### config.mk
export PLATFORM = sky130hd
export DESIGN_NAME = clint_flat
export DESIGN_NICKNAME = d
export VERILOG_FILES = /design/src/rtl/clint_if.sv /design/src/rtl/clint.sv /design/src/flat_wrapper.sv
export SDC_FILE = /design/constraint.sdc
export NUM_CORES = 1
export LEC_CHECK = 0
export ABC_CLOCK_PERIOD_IN_PS = 2700
export BUFFER_PORTS_ARGS = -buffer_cell sky130_fd_sc_hd__buf_4
export CAP_MARGIN = 20
export CORE_UTILIZATION = 48
export DETAILED_ROUTE_END_ITERATION = 6
export PLACE_DENSITY_LB_ADDON = 0.25
export SYNTH_ARGS = -nofsm -noshare
export SYNTH_HDL_FRONTEND = slang
export SYNTH_SLANG_ARGS = --single-unit
### constraint.sdc
create_clock -name clk -period 2.7 [get_ports clk]
set_clock_uncertainty 0.15 [all_clocks]
set_input_delay 0.135 -clock clk [delete_from_list [all_inputs] [get_ports clk]]
set_output_delay 0.135 -clock clk [all_outputs]
set_load 0.01 [all_outputs]
### src/rtl/clint_if.sv
// Data memory bus between the core and the core-local interruptor.
// The initiator holds mem_valid until the one-cycle mem_ready pulse.
interface clint_if;
    logic        mem_valid;
    logic        mem_instr;
    logic [31:0] mem_addr;
    logic [31:0] mem_wdata;
    logic [3:0]  mem_wstrb;
    logic [31:0] mem_rdata;
    logic        mem_ready;

    modport master (
        output mem_valid,
        output mem_instr,
        output mem_addr,
        output mem_wdata,
        output mem_wstrb,
        input  mem_rdata,
        input  mem_ready
    );

    modport slave (
        input  mem_valid,
        input  mem_instr,
        input  mem_addr,
        input  mem_wdata,
        input  mem_wstrb,
        output mem_rdata,
        output mem_ready
    );
endinterface

### src/rtl/clint.sv
// Core-local interruptor: msip register, prescaled 64-bit mtime, mtimecmp and registered mtip,
// served as a single-outstanding responder on the data memory bus.
module clint #(
    parameter int unsigned RTC_DIV = 1  // clock cycles per mtime increment, 1..65535
) (
    input  logic        clk,
    input  logic        rst,
    clint_if.slave      bus,
    output logic        msip,
    output logic        mtip,
    output logic [63:0] mtime
);

    typedef enum logic [0:0] {
        StIdle,
        StResp
    } state_e;

    // Word offsets, mem_addr[15:2]
    localparam logic [13:0] OffMsip   = 14'h0000;
    localparam logic [13:0] OffCmpLo  = 14'h1000;
    localparam logic [13:0] OffCmpHi  = 14'h1001;
    localparam logic [13:0] OffTimeLo = 14'h2FFE;
    localparam logic [13:0] OffTimeHi = 14'h2FFF;

    localparam logic [15:0] PreMax = 16'(RTC_DIV - 1);

    state_e      state_q;
    logic [15:0] pre_q;
    logic [63:0] mtime_q;
    logic [63:0] mtime_d;
    logic [63:0] mtime_inc;
    logic [63:0] mtimecmp_q;
    logic [63:0] mtimecmp_d;
    logic        msip_q;
    logic        msip_d;
    logic        mtip_q;
    logic        ready_q;
    logic [31:0] rdata_q;
    logic        tick;
    logic        req;
    logic        wr;
    logic [13:0] word;
    logic [31:0] rd_word;
    logic        unused_bus;

    // Fetch flag and undecoded address bits are intentionally ignored.
    assign unused_bus = ^{bus.mem_instr, bus.mem_addr[31:16], bus.mem_addr[1:0]};

    function automatic logic [31:0] merge_bytes(input logic [31:0] old, input logic [31:0] data,
                                                input logic [3:0] strb);
        logic [31:0] res;
        for (int i = 0; i < 4; i++) begin
            res[i*8 +: 8] = strb[i] ? data[i*8 +: 8] : old[i*8 +: 8];
        end
        return res;
    endfunction

    always_comb begin
        tick      = (pre_q == PreMax);
        mtime_inc = tick ? mtime_q + 64'd1 : mtime_q;
        word      = bus.mem_addr[15:2];
        req       = (state_q == StIdle) && bus.mem_valid;
        wr        = req && (bus.mem_wstrb != 4'b0000);

        case (word)
            OffMsip:   rd_word = {31'b0, msip_q};
            OffCmpLo:  rd_word = mtimecmp_q[31:0];
            OffCmpHi:  rd_word = mtimecmp_q[63:32];
            OffTimeLo: rd_word = mtime_q[31:0];
            OffTimeHi: rd_word = mtime_q[63:32];
            default:   rd_word = '0;
        endcase

        // A software write to mtime lands on top of this cycle's increment, per byte lane.
        msip_d     = msip_q;
        mtimecmp_d = mtimecmp_q;
        mtime_d    = mtime_inc;
        if (wr) begin
            case (word)
                OffMsip: begin
                    if (bus.mem_wstrb[0]) begin
                        msip_d = bus.mem_wdata[0];
                    end
                end
                OffCmpLo: begin
                    mtimecmp_d[31:0] = merge_bytes(mtimecmp_q[31:0], bus.mem_wdata, bus.mem_wstrb);
                end
                OffCmpHi: begin
                    mtimecmp_d[63:32] = merge_bytes(mtimecmp_q[63:32], bus.mem_wdata,
                                                    bus.mem_wstrb);
                end
                OffTimeLo: begin
                    mtime_d[31:0] = merge_bytes(mtime_inc[31:0], bus.mem_wdata, bus.mem_wstrb);
                end
                OffTimeHi: begin
                    mtime_d[63:32] = merge_bytes(mtime_inc[63:32], bus.mem_wdata, bus.mem_wstrb);
                end
                default: begin
                end
            endcase
        end
    end

    always_ff @(posedge clk) begin
        if (rst) begin
            state_q    <= StIdle;
            ready_q    <= 1'b0;
            rdata_q    <= '0;
            pre_q      <= '0;
            mtime_q    <= '0;
            mtimecmp_q <= '1;
            msip_q     <= 1'b0;
            mtip_q     <= 1'b0;
        end else begin
            pre_q      <= tick ? 16'd0 : pre_q + 16'd1;
            mtime_q    <= mtime_d;
            mtimecmp_q <= mtimecmp_d;
            msip_q     <= msip_d;
            mtip_q     <= (mtime_q >= mtimecmp_q);

            case (state_q)
                StIdle: begin
                    ready_q <= 1'b0;
                    rdata_q <= '0;
                    if (req) begin
                        state_q <= StResp;
                        ready_q <= 1'b1;
                        rdata_q <= wr ? 32'd0 : rd_word;
                    end
                end
                StResp: begin
                    state_q <= StIdle;
                    ready_q <= 1'b0;
                    rdata_q <= '0;
                end
                default: begin
                    state_q <= StIdle;
                    ready_q <= 1'b0;
                    rdata_q <= '0;
                end
            endcase
        end
    end

    assign bus.mem_ready = ready_q;
    assign bus.mem_rdata = rdata_q;
    assign msip          = msip_q;
    assign mtip          = mtip_q;
    assign mtime         = mtime_q;

endmodule

### src/flat_wrapper.sv
// flat-port wrapper written by rule: the top's interface ports become plain ports
module clint_flat 
#(
    parameter int unsigned RTC_DIV = 1                                               
)
  (clk, rst, msip, mtip, mtime, bus_mem_valid, bus_mem_instr, bus_mem_addr, bus_mem_wdata, bus_mem_wstrb, bus_mem_rdata, bus_mem_ready);
  clint_if bus_i ();
  input  logic clk;
  input  logic rst;
  output logic msip;
  output logic mtip;
  output logic [63:0] mtime;
  input wire logic [$bits(bus_i.mem_valid)-1:0] bus_mem_valid;
  input wire logic [$bits(bus_i.mem_instr)-1:0] bus_mem_instr;
  input wire logic [$bits(bus_i.mem_addr)-1:0] bus_mem_addr;
  input wire logic [$bits(bus_i.mem_wdata)-1:0] bus_mem_wdata;
  input wire logic [$bits(bus_i.mem_wstrb)-1:0] bus_mem_wstrb;
  output wire logic [$bits(bus_i.mem_rdata)-1:0] bus_mem_rdata;
  output wire logic [$bits(bus_i.mem_ready)-1:0] bus_mem_ready;
  assign bus_i.mem_valid = bus_mem_valid;
  assign bus_i.mem_instr = bus_mem_instr;
  assign bus_i.mem_addr = bus_mem_addr;
  assign bus_i.mem_wdata = bus_mem_wdata;
  assign bus_i.mem_wstrb = bus_mem_wstrb;
  assign bus_mem_rdata = bus_i.mem_rdata;
  assign bus_mem_ready = bus_i.mem_ready;
  clint #(.RTC_DIV(RTC_DIV)) u_core (.clk(clk), .rst(rst), .bus(bus_i), .msip(msip), .mtip(mtip), .mtime(mtime));
endmodule
== After elaboration in Yosys (flattened, before gate mapping) ==
Index checks and enable logic that the tools add are counted.
Storage, ports and cells
  register bits: 179
  logic and storage cells: 55
  output and inout bits: 99
  bits of input ports: 72
Cells by class
  muxes and demuxes: 18
  equality and inequality tests: 4
  $add $sub $neg: 2
  bitwise operators: 1
  order comparisons: 1
  reductions and logical operators: 15
Operators by type and width (count)
  $pmux 32 s5: 1
  $mux 32: 4
  $mux 64: 2
  $add 64x1->64 const B: 1
  $ge 64x64->1: 1
  $mux 8: 8
  $pmux 32 s2: 1
  $eq 14x13->1 const B: 2
  $eq 14x14->1 const B: 2
  $reduce_and 3->1: 9
  $add 16x1->16 const B: 1
  $logic_not 16->1: 1
  $logic_not 14->1: 1
  $reduce_bool 4->1: 1
  $logic_and 1x1->1: 2
  $pmux 1 s2: 1
  $reduce_or 2->1: 1
  $mux 1: 1
  $not 1->1: 1

== Logic depth before layout (Yosys ltp) ==
  depth in word-level cells: 6
  mapped depth: 10
  mapped depth without buffers: 8

== Worst setup path after synthesis ==
OpenSTA, ideal clock, no wires.
  path kind: register to register
  start point: register u_core.mtime_q[28] (netlist: u_core.mtime[28])
  end point: register u_core.mtime_q[50] (netlist: u_core.mtime[50])
  data arrival time: 2.131 ns
  path slack: 0.334 ns
  buffers on the path: 1
  library setup time: 0.086 ns
  stages on the path, launching flop included: 8
  clock period less this slack: 2.366 ns
  required time: 2.464 ns
  cells stage by stage: dfxtp_1 -> nand2_2 -> or4_1 -> buf_2 -> or3_4 -> nor4_4 -> xnor2_1 -> a211oi_1
On the way
  word-level cells in the longest chain between the ends: 5
Ends and longest elaborated chain
  start: declaration: line clint.sv:30  | logic [63:0] mtime_q;
  start signal: assignment: line clint.sv:117  | mtime_q <= mtime_d;
  $add 64x1->64 *: line clint.sv:61  | mtime_inc = tick ? mtime_q + 64'd1 : mtime_q;
  $mux 64 *: line clint.sv:61
  $mux 8: line clint.sv:54  | res[i*8 +: 8] = strb[i] ? data[i*8 +: 8] : old[i*8 +: 8];
  $mux 32: line clint.sv:80  | case (word)
  $mux 64 *: line clint.sv:79  | if (wr) begin
Every way passes the cells marked *; elsewhere a longest branch is shown, timed or not.
A chain may end at the register's enable or synchronous reset.

== Worst setup path after layout ==
  start point: register u_core.pre_q[0]
  end point: register u_core.mtime_q[51] (netlist: u_core.mtime[51])
On the way
  word-level cells in the longest chain between the ends: 5
Ends and longest elaborated chain
  start: declaration: line clint.sv:29  | logic [15:0] pre_q;
  start signal: assignment: line clint.sv:116  | pre_q <= tick ? 16'd0 : pre_q + 16'd1;
  $logic_not 16->1 *: line clint.sv:60  | tick = (pre_q == PreMax);
  $mux 64 *: line clint.sv:61
  $mux 8: line clint.sv:54
  $mux 32: line clint.sv:80
  $mux 64 *: line clint.sv:79
Marks and branches as above.

==> impl_metrics.csv <==
group,metric,value,unit
routing,firstDrtPassIters,6,
critical_path,crit_type,"flip-flop to flip-flop",
routing,detail_route.vias_per_cell,5.77,
place,dpl_worst_slack,0.189,ns
routing,route.antenna.remaining_nets,0,
final_layout,final_cells,1655,
timing,relSlewSlack,45.5,%
power_and_ir_drop,p_leak,5.53,nW
final_layout,fin_util,63.3,%
power_and_ir_drop,ir_drop,429,uV
global_routing,track_usage,29.7,%
logic_synthesis,yosysWarnings,0,
timing,fmax,0.391,GHz
routing,drtIter0Drc,869,
floorplanning,die_h,144,um
routing,vias,9546,
timing,rsz0062_at_grt,"true",
floorplanning,ios,171,
critical_path,crit_required,2.89,ns
timing,fin_ws,0.146,ns
global_routing,gr-usage-met3,4.57,%
logic_synthesis,yosysMostFrequentCell,"dfxtp_1",
routing,finalWirelength,29.7,mm
clock_tree,cts_max_path_buffers,2,
logic_synthesis,synthTopCellsByCount,"dfxtp_1 (179), nand2_1 (140), nor2_1 (107), inv_1 (86), ha_1 (67)",
logic_synthesis,syn_area,9620,um2
hold_path,min_to,"u_core.mtime[38]",
clock_tree,cts_setup_buffers,0,
timing,fin_crit,2.55,ns
clock_tree,path_clk_slew,0.08,ns
hold_path,hold_path.class,"input port to flip-flop",
place,gp_congestion,0.899,
floorplanning,num_rows,51,
clock_tree,cts_tree,"yes",
clock_tree,cts_root_buffer,"clkbuf_16",
floorplanning,initial_core_util,49.1,%
run,cap_violations,0,
logic_synthesis,ys_types,49,
critical_path,worstSetupStartpointType,"flip-flop",
logic_synthesis,synth_ff_type,"dfxtp_1",
timing,hold_ws,0.0239,ns
timing,finalCritPeriodShare,94.6,%
clock_tree,clkLatencyLatePin,0.45,ns
critical_path,reg2reg_depth,9,
logic_synthesis,synth_area_leaders,"dfxtp_1 (37%), ha_1 (8.7%), nand2_1 (5.5%)",
routing,drc,0,
global_routing,grt_overflow,0,
global_routing,use_met1,37.9,%
place,dpl.hpwl,21.5,mm
timing,setup-violations-final,0,
critical_path,cp_data_arrival_time,2.75,ns
clock_tree,cts.sinks,179,
critical_path,reg2reg_setup_slack,0.15,ns
timing,hold_viol_final,0,
final_layout,antenna_cells,0,
floorplanning,fp.dieArea,20600,um2
critical_path,r2r-end,"u_core.mtime[51]",
logic_synthesis,syn_inst,1157,
timing,slew_violations,0,
logic_synthesis,yosysTopAreaCell,"dfxtp_1",
clock_tree,ctsHtreeMaxLevel,4,
final_layout,n_fill_cell,1673,
power_and_ir_drop,finalPower,0.00540,W
floorplanning,coreArea,19600,um2
logic_synthesis,ys_seq_area_share,37.2,%
logic_synthesis,synth-edff-count,0,
global_routing,grt_pass1_vias,8927,
floorplanning,dieWidth,144,um
hold_path,min_path_cells,4,
final_layout,drive_gt1_share,19.9,%
clock_tree,cts_buffers,17,
hold_path,min_from,"bus_mem_wstrb[0]",
logic_synthesis,ys_ff_latch,179,
final_layout,fin_nets,1516,
critical_path,worstPathMaxFanout,11,
critical_path,cp-end-kind,"flip-flop",
status,outcome,"complete, no violations",
global_routing,grt_pass1_wl,47.3,mm
global_routing,grt_start_max_net_pins,69,
logic_synthesis,syn_avg_cell_area,8.32,um2
global_routing,top_usage_layer,"met2",
logic_synthesis,yosys.area.top_type_share,37.2,%
final_layout,area_delta_synth_final,28.8,%
global_routing,antenna_found_initial,0,
critical_path,reg2reg_from,"u_core.pre_q[0]",
place,port_buffers,151,
timing,worstMarginPinSlew,0.817,ns
global_routing,met2_usage,49.9,%
place,placed_cells,1587,
routing,avgRoutedWirePerCell,17.9,um
power_and_ir_drop,power.density,435,nW/um2
logic_synthesis,ys_async_sr_fraction,0,%
logic_synthesis,syn_nets,1296,
cells by family after synthesis:
kind of cell	count (synthesis)	share of synthesized area [%]
simple gates	430	21.9
flops	179	37.2
xor+xnor	67	6.10
buf+inv	150	5.92
mux	30	3.12
fa+ha+maj	67	8.71
compound gates	234	17.1
worst max-delay path: stages, from the launching register on:
cell and delay [ns]:
dfxtp_1 0.33, inv_1 0.06, ha_1 0.15, nor4b_1 0.25, and4_1 0.40, nand3_1 0.13, buf_4 0.22, nor4_1 0.44
mux2i_1 0.26, nor2_1 0.06
how the worst max path moves through the flow:
stage / startpoint / depth (start not counted) / endpoint / slack [ns]
after floorplan: u_core.mtime[28] / 7 / u_core.mtime[50] / 0.33
after global placement: bus_mem_addr[7] / 8 / u_core.mtimecmp_q[14] / 0.22
after detailed placement: u_core.mtime[11] / 6 / u_core.mtime[51] / 0.19
after CTS: u_core.mtime[28] / 7 / u_core.mtime[61] / 0.14
after global routing: u_core.mtime[11] / 6 / u_core.mtime[51] / -0.07
final: u_core.pre_q[0] / 9 / u_core.mtime[51] / 0.15
flip-flops by register name, indices dropped and copies added (netlist names):
| name | count |
|---|---|
| u_core.bus.mem_rdata | 32 |
| u_core.msip | 1 |
| u_core.mtime | 64 |
| u_core.mtimecmp_q | 64 |
| u_core.mtip | 1 |
| u_core.pre_q | 16 |
| u_core.state_q | 1 |
area by class of cell:
class,count,area [um2],share of cell area [%]
multi-input combinational,828,5480,44.2
sequential,179,3580,28.9
timing repair buffer,264,2080,16.8
clock buffer,17,425,3.43
tap,265,332,2.67
inverter,87,327,2.63
clock inverter,15,161,1.30
report_power, final:
group / internal (W) / switching, W / total [W]
logic: 0.000110 / 0.000119 / 0.000228
registers: 0.00264 / 0.00000707 / 0.00265
clock network: 0.00132 / 0.00120 / 0.00252
total: 0.00407 / 0.00133 / 0.00540
layout by cell type (no fill, tap or decap), types with 5 or more instances in the layout:
cell type and instances:
nor2_1 104, nand4_1 36, xor2_1 23, buf_4 227
dfxtp_1 179, dlygate4sd3_1 36, a211oi_1 61, nor4_1 22
o31ai_1 5, mux2i_1 30, nand3_1 38, and3_1 12
nand2_1 140, o21ai_0 18, and4_1 10, or4_1 5
inv_6 5, xnor2_1 44, nor3_1 27, ha_1 67
o211ai_1 41, inv_1 86, clkbuf_16 17, a21oi_1 61
a222oi_1 31, nand2b_1 5
per-layer routing:
metal,vias to the layer above,share of wire (%)
met3,57,5.9
met1,4500,43
met5,-,0
li1,4624,-
met4,0,2.8
met2,365,48
timing repair:
item	4_1_cts	5_1_grt
endpoints found under the hold margin	130	0
hold buffers	36	0
endpoints found under the setup margin	0	2
resized for setup	0	0
metrics by stage:
stage | instance area, um2 | TNS [ns]
2_1_floorplan | 9620 | 0
3_3_place_gp | 11400 | 0
3_5_place_dp | 11400 | 0
4_1_cts | 12400 | 0
5_1_grt | 12400 | -0.101
6_report | 12400 | 0
No activity file was read; power rests on OpenSTA's default activity.
